$ cat src/rtl/registered_selector_n.sv
// Registered N-input selector: select code latched on Load, output tracks or holds the chosen source.
// Optional macro SELECTOR_RANGE_CHECK_EN adds an ERROR state and a sticky SelError for out-of-range codes.
module registered_selector_n #(
    parameter int WIDTH      = 5,
    parameter int NUM_INPUTS = 4,
    parameter int SEL_WIDTH  = 2
) (
    input  logic                        Clk,
    input  logic                        RstN,
    input  logic [NUM_INPUTS*WIDTH-1:0] DataInputs,
    input  logic [SEL_WIDTH-1:0]        Control,
    input  logic                        Load,
    input  logic                        Hold,
    input  logic                        Flush,
    output logic [WIDTH-1:0]            DataOutput,
    output logic                        Valid,
    output logic                        SelError,
    output logic [1:0]                  DbgState
);

`ifdef SELECTOR_RANGE_CHECK_EN
    typedef enum logic [1:0] {IDLE = 2'd0, TRACK = 2'd1, ERROR = 2'd2} state_t;
`else
    typedef enum logic [1:0] {IDLE = 2'd0, TRACK = 2'd1} state_t;
`endif

    state_t                 state_q;
    logic [SEL_WIDTH-1:0]   sel_q;
    logic [WIDTH-1:0]       data_q;
    logic                   valid_q;
    logic [WIDTH-1:0]       ctrl_data_d;
    logic [WIDTH-1:0]       track_data_d;
    logic [WIDTH-1:0]       in0_data_d;
    logic                   ctrl_ok_d;

    // Codes without a matching source decode to zero, so DataOutput never sees X.
    function automatic logic [WIDTH-1:0] pick(input logic [NUM_INPUTS*WIDTH-1:0] din,
                                              input logic [SEL_WIDTH-1:0] s);
        logic [WIDTH-1:0] r;
        r = '0;
        for (int k = 0; k < NUM_INPUTS; k++) begin
            if (s == SEL_WIDTH'(k)) r = din[k*WIDTH +: WIDTH];
        end
        return r;
    endfunction

    always_comb begin
        ctrl_data_d  = pick(DataInputs, Control);
        track_data_d = pick(DataInputs, sel_q);
        in0_data_d   = DataInputs[WIDTH-1:0];
        ctrl_ok_d    = (int'(Control) < NUM_INPUTS);
    end

`ifdef SELECTOR_RANGE_CHECK_EN
    logic err_q;
`endif

    always_ff @(posedge Clk or negedge RstN) begin
        if (!RstN) begin
            state_q <= IDLE;
            sel_q   <= '0;
            data_q  <= '0;
            valid_q <= 1'b0;
`ifdef SELECTOR_RANGE_CHECK_EN
            err_q   <= 1'b0;
`endif
        end else if (Flush) begin
            state_q <= IDLE;
            sel_q   <= '0;
            data_q  <= '0;
            valid_q <= 1'b0;
`ifdef SELECTOR_RANGE_CHECK_EN
            err_q   <= 1'b0;
`endif
        end else if (Load) begin
            if (ctrl_ok_d) begin
                state_q <= TRACK;
                sel_q   <= Control;
                data_q  <= ctrl_data_d;
                valid_q <= 1'b1;
`ifdef SELECTOR_RANGE_CHECK_EN
                err_q   <= 1'b0;
`endif
            end else begin
`ifdef SELECTOR_RANGE_CHECK_EN
                state_q <= ERROR;
                sel_q   <= Control;
                data_q  <= '0;
                valid_q <= 1'b0;
                err_q   <= 1'b1;
`else
                // Without range checking an illegal code falls back to source 0.
                state_q <= TRACK;
                sel_q   <= '0;
                data_q  <= in0_data_d;
                valid_q <= 1'b1;
`endif
            end
        end else begin
            case (state_q)
                TRACK: if (!Hold) data_q <= track_data_d;
                default: ;
            endcase
        end
    end

    assign DataOutput = data_q;
    assign Valid      = valid_q;
    assign DbgState   = state_q;
`ifdef SELECTOR_RANGE_CHECK_EN
    assign SelError   = err_q;
`else
    assign SelError   = 1'b0;
`endif

endmodule

$ cat config.mk
export PLATFORM = sky130hd
export DESIGN_NAME = registered_selector_n
export DESIGN_NICKNAME = d
export VERILOG_FILES = /design/src/rtl/registered_selector_n.sv
export SDC_FILE = /design/constraint.sdc
export NUM_CORES = 1
export LEC_CHECK = 0
export CAP_MARGIN = 15
export CORE_MARGIN = 1
export CORE_UTILIZATION = 40
export CTS_BUF_LIST = sky130_fd_sc_hd__clkbuf_4
export CTS_CLUSTER_SIZE = 10
export DETAILED_ROUTE_END_ITERATION = 8
export PLACE_DENSITY = 0.88
export SLEW_MARGIN = 15
export SYNTH_ARGS = -nofsm -noshare
export SYNTH_HDL_FRONTEND = slang
export SYNTH_SLANG_ARGS = --single-unit
$ cat constraint.sdc
create_clock -name Clk -period 1.5 [get_ports Clk]
set_input_delay 0.3 -clock Clk [delete_from_list [all_inputs] [get_ports Clk]]
set_output_delay 0.3 -clock Clk [all_outputs]
set_load 0.05 [all_outputs]
==> results.json <==
{
  "status": "finished, violations left",
  "violations": "design-rule violations",
  "leakage_nw": 0.4929,
  "track_usage": 0.2196,
  "drv_cap": 0,
  "wl_per_cell_um": 15.21,
  "hold_class": "in2async",
  "crit_family": "buffers and inverters",
  "cts_root_buf": "clkbuf_4",
  "yosysUniqueCellTypes": 22,
  "placed_cell_area_sq_um": 1151,
  "nNetsFinal": 135,
  "rsz0062_at_grt": "no",
  "start_util": 0.4390,
  "yosys-top-cells-area": "dfrtp_1, mux4_1, mux2_2",
  "fp.dieW_um": 43.37,
  "synth_async_sr_flop_share": 1.000,
  "post-route-min-period_ps": 1445,
  "synthTopCellsByCount": "dfrtp_1, nor2_1, mux2_2",
  "cp.arrival_ps": 1580,
  "syn_area_sq_um": 684.4,
  "max-vdd-ir-drop_uv": 349.9,
  "die_h_um": 43.37,
  "startpoint_type": "input port",
  "synth_top_flop_cell": "dfrtp_1",
  "first_pass_iters": 6,
  "synth_top_area_frac": 0.2925,
  "synth_edf_count": 0,
  "critPathMaxStageDelay_ps": 490,
  "tritoncts": "yes",
  "dieArea_sq_um": 1881,
  "fin_util": 0.7560,
  "p_per_area_nw_per_um2": 651.8,
  "fin_crit_sh": 0.9635,
  "grt_max_degree": 12,
  "timing.final.ws_setup_ps": 54.79,
  "grt_overflow": 0,
  "cp_max_fo": 11,
  "clk_pin_slew_ps": 60,
  "crit_path_end_kind": "flop",
  "htree_num_levels": 1,
  "p_switching_w": 0.0002435,
  "fill_cells": 115,
  "finalHoldViolCount": 0,
  "syn_inst": 62,
  "r2r_slack_ps": 70,
  "gp_congestion": 0.8391,
  "fin_area_sq_um": 1179,
  "clk_latency_ps": 250,
  "drive_gt1_frac": 0.3113,
  "required_ps": 1630,
  "clock-sinks": 8,
  "hpwl_mm": 1.540,
  "seq_area_frac_synth": 0.2925,
  "seqCellArea_sq_um": 201.4,
  "swShare": 0.3169,
  "crit_type": "in2reg",
  "yosys_warnings": 0,
  "setup_tns_ps": 0,
  "skew_ps": 3.011,
  "antenna_found_initial": 0,
  "postSynthAreaPerCell_sq_um": 11.04,
  "power_frac_seq": 0.332,
  "p_int_w": 0.0005248,
  "io_pins": 36,
  "post-place-ws_ps": -171.7,
  "cts.path.max_buffers": 2,
  "fmax_mhz": 691.9,
  "setup_viol": 0,
  "rows": 14,
  "coreArea_sq_um": 1559,
  "wirelength_mm": 1.856,
  "multi_input_area_sq_um": 429.2,
  "cp_cell_sequence": "clkdlybuf4s50_1, buf_6, mux2_2, o22ai_1, o31ai_1",
  "power_frac_comb": 0.456,
  "grt_first_pass_wirelength_mm": 3.070,
  "clkPwrFrac": 0.212,
  "ant_nets": 0,
  "io_buffers": 33,
  "grt_pass1_vias": 682,
  "yosysTopAreaCell": "dfrtp_1",
  "cts_inserted_buffers": 3,
  "viasPerCell": 5.680,
  "power_w": 0.0007682,
  "diodes": 0,
  "finalMaxSlewViolations": 0,
  "synth_seq_cells": 8,
  "crit_path_top_delay_cell": "clkdlybuf4s50_1",
  "critPathBufInv": 2,
  "vias": 693,
  "area_growth_pct": 72.21,
  "post-route-drc-count": 8,
  "first_iter_violations": 39
}
-- logic make-up after synthesis --
logic type,Yosys count,share of synthesized area
flip-flops,8,0.2925
other,1,0.005479
multiplexers,13,0.3327
AO/OA/AOI/OAI,13,0.1444
AND/OR/NAND/NOR,20,0.1390
buffers and inverters,7,0.08591
-- cell usage in the layout, fill, tap and decap left out --
cell	n
a211oi_1	2
clkbuf_4	3
mux2_2	6
buf_4	12
o31ai_1	3
buf_6	1
nor2_1	8
nand2_1	2
dfrtp_1	7
a221oi_1	1
conb_1	2
o41ai_2	1
a21oi_1	2
mux4_1	4
mux2i_1	1
mux4_2	2
buf_12	7
nor2b_1	3
clkdlybuf4s50_1	26
nand3_1	4
inv_1	1
dfrtp_2	1
nand2b_1	3
o21bai_1	1
o22ai_1	3
-- area by class of cell --
cell class / instances / area share
Timing Repair Buffer: 46 / 0.4257
Multi-Input combinational cell: 48 / 0.3641
Sequential cell: 8 / 0.1709
Clock buffer: 3 / 0.01911
Tap cell: 16 / 0.01699
Inverter: 1 / 0.003185
-- sequential cells by signal, indices dropped and copies added (netlist names) --
signal	flops
DataOutput	5
sel_q	2
Valid	1
-- through the flow --
stage | hold WS [ps] | std cells
2_1_floorplan | 4.409 | 63
3_3_place_gp | 554.2 | 119
3_5_place_dp | 563.0 | 119
4_1_cts | 346.1 | 122
5_1_grt | 354.3 | 122
6_report | 335.2 | 122
-- power by group through the flow --
stage	logic (W)	clock network, W	registers (W)
detailed placement	0.000348	0	0.000259
finish	0.000350	0.000163	0.000255
floorplan	0.000122	0	0.000297
global route	0.000369	0.000183	0.000257
CTS	0.000350	0.000165	0.000255
global placement	0.000338	0	0.000257
-- final timing paths --
path	startpoint	cells past startpoint	end
max reg2reg	sel_q[0]$_DFFE_PN0P_	3	DataOutput[3]$_DFFE_PN0P_
max in group asynchronous	RstN	1	sel_q[0]$_DFFE_PN0P_
min	RstN	1	DataOutput[4]$_DFFE_PN0P_
max	Control[0]	5	DataOutput[4]$_DFFE_PN0P_
min reg2reg	DataOutput[0]$_DFFE_PN0P_	2	DataOutput[0]$_DFFE_PN0P_
min in group Clk	DataOutput[0]$_DFFE_PN0P_	2	DataOutput[0]$_DFFE_PN0P_
-- repair_timing --
item / CTS / global route
hold buffers: 0 / 0
gates resized for setup: 0 / 2
setup buffers: 0 / 0
setup endpoints to repair: 0 / 2
-- metal layers --
layer | vias to the layer above | wire length [um] | GRT usage
met5 | - | 0 | 0
met4 | 0 | 0 | 0.03750
met3 | 0 | 98 | 0.03750
met2 | 37 | 1003 | 0.3970
met1 | 329 | 755 | 0.2791
li1 | 327 | - | -
Note: power is estimated with default switching activity, not from simulation.
